**src/rtl/mc_bank_track_if.sv**
```systemverilog
// Request/lookup bus between the SDRAM command path and the open-row tracker.
interface mc_bank_track_if #(
  parameter int unsigned ROW_W = 13,
  parameter int unsigned TMO_W = 8
);
  logic [ROW_W-1:0] row_adr;
  logic [1:0]       bank_adr;
  logic             bank_set;
  logic             bank_clr;
  logic             bank_clr_all;
  logic             acc;
  logic [TMO_W-1:0] idle_tmo;
  logic             bank_open;
  logic             row_same;
  logic             any_open;
  logic             pc_all_req;

  modport master (
    output row_adr, bank_adr, bank_set, bank_clr, bank_clr_all, acc, idle_tmo,
    input  bank_open, row_same, any_open, pc_all_req
  );

  modport slave (
    input  row_adr, bank_adr, bank_set, bank_clr, bank_clr_all, acc, idle_tmo,
    output bank_open, row_same, any_open, pc_all_req
  );
endinterface

```
**src/rtl/mc_bank_track.sv**
```systemverilog
// Per-bank open-row tracker with hit/conflict lookup and idle precharge-all request.
module mc_bank_track #(
  parameter int unsigned ROW_W = 13,
  parameter int unsigned TMO_W = 8
) (
  input  logic             clk,
  input  logic             rst_,
  mc_bank_track_if.slave   bus
);

  localparam int unsigned NBANK = 4;

  typedef enum logic {IDLE, REQ} req_state_t;

  logic [NBANK-1:0] vld;
  logic [NBANK-1:0] vld_d;
  logic [ROW_W-1:0] orow [NBANK];
  logic [TMO_W-1:0] idle_cnt;
  logic [TMO_W-1:0] idle_cnt_d;
  req_state_t       state;
  req_state_t       state_d;
  logic             any_open_c;
  logic             tmo_hit_c;

  // Zero-latency lookup against the registered bank state
  assign any_open_c     = |vld;
  assign bus.any_open   = any_open_c;
  assign bus.bank_open  = vld[bus.bank_adr];
  assign bus.row_same   = vld[bus.bank_adr] & (orow[bus.bank_adr] == bus.row_adr);
  assign bus.pc_all_req = (state == REQ);

  // Later assignments take priority: clr_all, then clr, then set
  always_comb begin
    vld_d = vld;
    if (bus.bank_clr_all) vld_d = '0;
    if (bus.bank_clr)     vld_d[bus.bank_adr] = 1'b0;
    if (bus.bank_set)     vld_d[bus.bank_adr] = 1'b1;
  end

  always_ff @(posedge clk or negedge rst_) begin
    if (!rst_) begin
      vld <= '0;
      for (int i = 0; i < int'(NBANK); i++) orow[i] <= '0;
    end else begin
      vld <= vld_d;
      if (bus.bank_set) orow[bus.bank_adr] <= bus.row_adr;
    end
  end

  // Idle counter restarts on any activity or when nothing is open; saturates
  always_comb begin
    idle_cnt_d = idle_cnt;
    if (bus.acc || bus.bank_set || bus.bank_clr_all || !any_open_c)
      idle_cnt_d = '0;
    else if (idle_cnt != '1)
      idle_cnt_d = idle_cnt + TMO_W'(1);
  end

  always_ff @(posedge clk or negedge rst_) begin
    if (!rst_) idle_cnt <= '0;
    else       idle_cnt <= idle_cnt_d;
  end

  assign tmo_hit_c = (bus.idle_tmo != '0) && any_open_c &&
                     (idle_cnt == (bus.idle_tmo - TMO_W'(1))) &&
                     !bus.acc && !bus.bank_set && !bus.bank_clr_all;

  always_ff @(posedge clk or negedge rst_) begin
    if (!rst_) state <= IDLE;
    else       state <= state_d;
  end

  // Request is held until the precharge-all lands or every bank closes
  always_comb begin
    state_d = state;
    case (state)
      IDLE:    if (tmo_hit_c) state_d = REQ;
      REQ:     if (bus.bank_clr_all || !any_open_c) state_d = IDLE;
      default: state_d = IDLE;
    endcase
  end

endmodule

```
**src/flat_wrapper.sv**
```systemverilog
// flat-port wrapper written by rule: the top's interface ports become plain ports
module mc_bank_track_flat 
#(
  parameter int unsigned ROW_W = 13,
  parameter int unsigned TMO_W = 8
)
  (clk, rst_, bus_row_adr, bus_bank_adr, bus_bank_set, bus_bank_clr, bus_bank_clr_all, bus_acc, bus_idle_tmo, bus_bank_open, bus_row_same, bus_any_open, bus_pc_all_req);
  mc_bank_track_if #(.ROW_W(ROW_W), .TMO_W(TMO_W)) bus_i ();
  input  logic clk;
  input  logic rst_;
  input wire logic [$bits(bus_i.row_adr)-1:0] bus_row_adr;
  input wire logic [$bits(bus_i.bank_adr)-1:0] bus_bank_adr;
  input wire logic [$bits(bus_i.bank_set)-1:0] bus_bank_set;
  input wire logic [$bits(bus_i.bank_clr)-1:0] bus_bank_clr;
  input wire logic [$bits(bus_i.bank_clr_all)-1:0] bus_bank_clr_all;
  input wire logic [$bits(bus_i.acc)-1:0] bus_acc;
  input wire logic [$bits(bus_i.idle_tmo)-1:0] bus_idle_tmo;
  output wire logic [$bits(bus_i.bank_open)-1:0] bus_bank_open;
  output wire logic [$bits(bus_i.row_same)-1:0] bus_row_same;
  output wire logic [$bits(bus_i.any_open)-1:0] bus_any_open;
  output wire logic [$bits(bus_i.pc_all_req)-1:0] bus_pc_all_req;
  assign bus_i.row_adr = bus_row_adr;
  assign bus_i.bank_adr = bus_bank_adr;
  assign bus_i.bank_set = bus_bank_set;
  assign bus_i.bank_clr = bus_bank_clr;
  assign bus_i.bank_clr_all = bus_bank_clr_all;
  assign bus_i.acc = bus_acc;
  assign bus_i.idle_tmo = bus_idle_tmo;
  assign bus_bank_open = bus_i.bank_open;
  assign bus_row_same = bus_i.row_same;
  assign bus_any_open = bus_i.any_open;
  assign bus_pc_all_req = bus_i.pc_all_req;
  mc_bank_track #(.ROW_W(ROW_W), .TMO_W(TMO_W)) u_core (.clk(clk), .rst_(rst_), .bus(bus_i));
endmodule
```
**config.mk**
```make
export PLATFORM = sky130hd
export DESIGN_NAME = mc_bank_track_flat
export DESIGN_NICKNAME = d
export VERILOG_FILES = /design/src/rtl/mc_bank_track_if.sv /design/src/rtl/mc_bank_track.sv /design/src/flat_wrapper.sv
export SDC_FILE = /design/constraint.sdc
export NUM_CORES = 1
export LEC_CHECK = 0
export ABC_AREA = 0
export ABC_CLOCK_PERIOD_IN_PS = 3550
export CAP_MARGIN = 10
export CORE_MARGIN = 2
export CORE_UTILIZATION = 50
export DETAILED_ROUTE_END_ITERATION = 6
export GPL_ROUTABILITY_DRIVEN = 0
export PLACE_DENSITY = 0.69
export RECOVER_POWER = 50
export SYNTH_ARGS = -nofsm -noshare
export SYNTH_HDL_FRONTEND = slang
export SYNTH_SLANG_ARGS = --single-unit
```
**constraint.sdc**
```tcl
create_clock -name clk -period 3.55 [get_ports clk]
set_clock_uncertainty 0.2 [all_clocks]
set_input_delay 1.065 -clock clk [delete_from_list [all_inputs] [get_ports clk]]
set_output_delay 1.065 -clock clk [all_outputs]
set_load 0.02 [all_outputs]
```
==> impl_metrics.tcl <==
set metrics [dict create \
    criticalPathCategory "in2out" \
    whs_path_depth 1 \
    setup_viol 1 \
    grt_pass1_wl_mm 10.67 \
    syn-num-nets 280 \
    drtAntennaViolNets 0 \
    layout-drive-gt1-share 0.3943 \
    finalCritPeriodShare 1.087 \
    synth_area_um2 3344 \
    overflow 0 \
    holdCritPathClass "reg2reg" \
    rr_worst_depth 5 \
    row_count 29 \
    antenna_cells 0 \
    core_um2 6422 \
    final_nets 345 \
    wire_per_inst_um 16.20 \
    drt-vias-per-instance 5.563 \
    finalNonFillerCells 394 \
    rr_startpoint "u_core.vld[0]" \
    antenna_found_initial 0 \
    ys_ff_latch 65 \
    area_growth_pct 24.43 \
    vias 2192 \
    first_pass_iters 6 \
    rsz0062_at_grt "true" \
    reg2reg_setup_slack_ps 1640 \
    p_leak_uw 0.001778 \
    io_pins 33 \
    die_w_um 85.79 \
    drt_iter0_drc 134 \
    end_kind "output port" \
    powerDensity_nw_per_um2 454.1 \
    grtUsageTotal 0.1903 \
    status "finished, violations left" \
    ir_drop_mv 0.4231 \
    min_period_ps 3860 \
    clkSlewWorstSetupHoldPaths_ps 60 \
    synthTopCellsByArea "dfrtp_1 (49%), mux2_2 (18%), xnor2_1 (6.8%), mux4_1 (6.3%), mux4_2 (2.7%)" \
    place_inst 371 \
    min_from "u_core.orow[35]" \
    cts-root-buf "clkbuf_8" \
    finalWorstSetupSlack_ps -310.1 \
    drt-total-wl_mm 6.382 \
    h-tree-depth 3 \
    cp.required_ps 2280 \
    crit_path_max_fanout 5 \
    cts_tree "yes" \
    die_height_um 85.79 \
    cts.sinks 65 \
    fin_util 0.6480 \
    violations "design-rule violations, max-capacitance violations, max-slew violations, negative setup slack" \
    synth-main-ff-cell "dfrtp_1" \
    ys_types 37 \
    fmax_mhz 259.1 \
    portBuffers 32 \
    slew_violations 66 \
    die_area_um2 7359 \
    remaining_drc_errors 2 \
    synthArstFlopShare 1.000 \
    initial_core_util 0.5207 \
    yosys_warnings 0 \
    max-slew-margin-rel -0.05570 \
    final_hold_viol_count 0 \
    placed_cell_area_um2 3877 \
    grt_max_degree 66 \
    grt_pass1_vias 2190 \
    maxCapViolations 1 \
    synth-seq-area-share 0.4863 \
    syn_avg_cell_area_um2 13.49 \
    crit_arrival_ps 2600 \
    rr_endpoint "u_core.bus.pc_all_req" \
    dp_hpwl_mm 4.348 \
    synthCells 248 \
    synth_edf_count 0 \
    cp-start-kind "primary input" \
    clockBufferDepth 2 \
    worstSkewPairLatency_ps 340 \
    synth.top_cell.area_share 0.4863 \
    hold_end "u_core.orow[35]" \
    worst_slew_pin_slew_ps 1584 \
    synth_top_area_cell "dfrtp_1" \
    postCtsHoldBufs 0 \
    numCtsBuffers 9 \
    final_cell_area_um2 4161 \
]
## cell type report
class / count / area [µm²]
clock inverter: 3 / 15.01
fill: 515 / 2261
clock buffer: 12 / 165.2
tap: 77 / 96.34
multi-input combinational: 170 / 1643
timing repair buffer: 64 / 604.3
inverter: 3 / 11.26
sequential: 65 / 1627
## timing repair
item                                    CTS  global route
pin swaps                                 9             7
gates resized for setup                  29            11
hold endpoints to repair                  0             0
setup buffers                             6             2
endpoints found under the setup margin    2             2
## kinds of logic after synthesis
family	synth area share
compound gates	0.02021
xor+xnor	0.07856
fa+ha+maj	0.01122
buf+inv	0.02731
flops	0.4863
mux	0.2828
simple gates	0.09353
## stage by stage
step / hold WS [ps] / setup TNS [ps] / power (µW) / worst slack, ps
floorplan: 270.4 / -167.9 / 1171 / -167.9
global route: 316.9 / -377.5 / 1990 / -377.5
finish: 304.1 / -310.1 / 1890 / -310.1
CTS: 300.0 / -460.2 / 1900 / -359.9
global placement: 279.1 / -2281 / 1293 / -1368
detailed placement: 285.4 / -2336 / 1304 / -1400
## per-layer routing
metal  vias up  GRT usage  share of wire
met5         -          0              0
met4         0    0.07359          0.015
met3         9    0.03754          0.036
met2        42     0.2855           0.46
met1      1108     0.2760           0.49
li1       1033          -              -
## state kept, by name, indices dropped and copies added (netlist names)
register,cells
u_core.vld,4
u_core.bus.pc_all_req,1
u_core.orow,52
u_core.idle_cnt,8
## worst max-delay path by stage
| stage | startpoint | end | depth (start not counted) |
|---|---|---|---|
| after floorplan | bus_bank_adr[0] | bus_row_same | 5 |
| after global placement | bus_bank_adr[0] | bus_row_same | 7 |
| after detailed placement | bus_bank_adr[0] | bus_row_same | 7 |
| after CTS | bus_bank_adr[0] | bus_row_same | 7 |
| after global routing | bus_bank_adr[0] | bus_row_same | 8 |
| final | bus_bank_adr[0] | bus_row_same | 8 |
## power by group
part	internal (µW)	switching, µW
logic	252	153
registers	857	58.8
clock network	303	266
## worst max-delay path, stage by stage
cell	delay, ps
buf_12	90
buf_8	110
buf_4	110
mux4_2	520
xnor2_2	140
nand4_1	150
nor4_4	230
buf_4	180
## cell usage in the layout (no fill, tap or decap), types with 2 or more instances in the layout
master	count
mux2i_1	6
inv_1	3
clkbuf_8	12
buf_6	5
ha_1	3
mux2_2	52
clkbuf_2	2
nor2_1	10
nand3_1	12
nand4_1	5
nand3b_1	3
xnor2_1	21
clkinv_2	3
clkdlybuf4s50_1	27
buf_4	23
a21oi_1	2
nand2_1	7
mux4_2	12
buf_12	3
dfrtp_1	65
nor3_1	5
xor2_1	4
xnor2_2	5
nand2b_1	3
o21ai_0	4
and3_1	3
## synth_stat cells, types with 5 or more instances
cell      n
buf_2     6
dfrtp_1  65
mux2_2   52
mux2i_1   6
mux4_1    8
nand2_1   7
nand3_1  12
nand4_1   5
nor2_1   10
nor3_1    5
xnor2_1  26
Note: power is estimated with default switching activity, not from simulation.
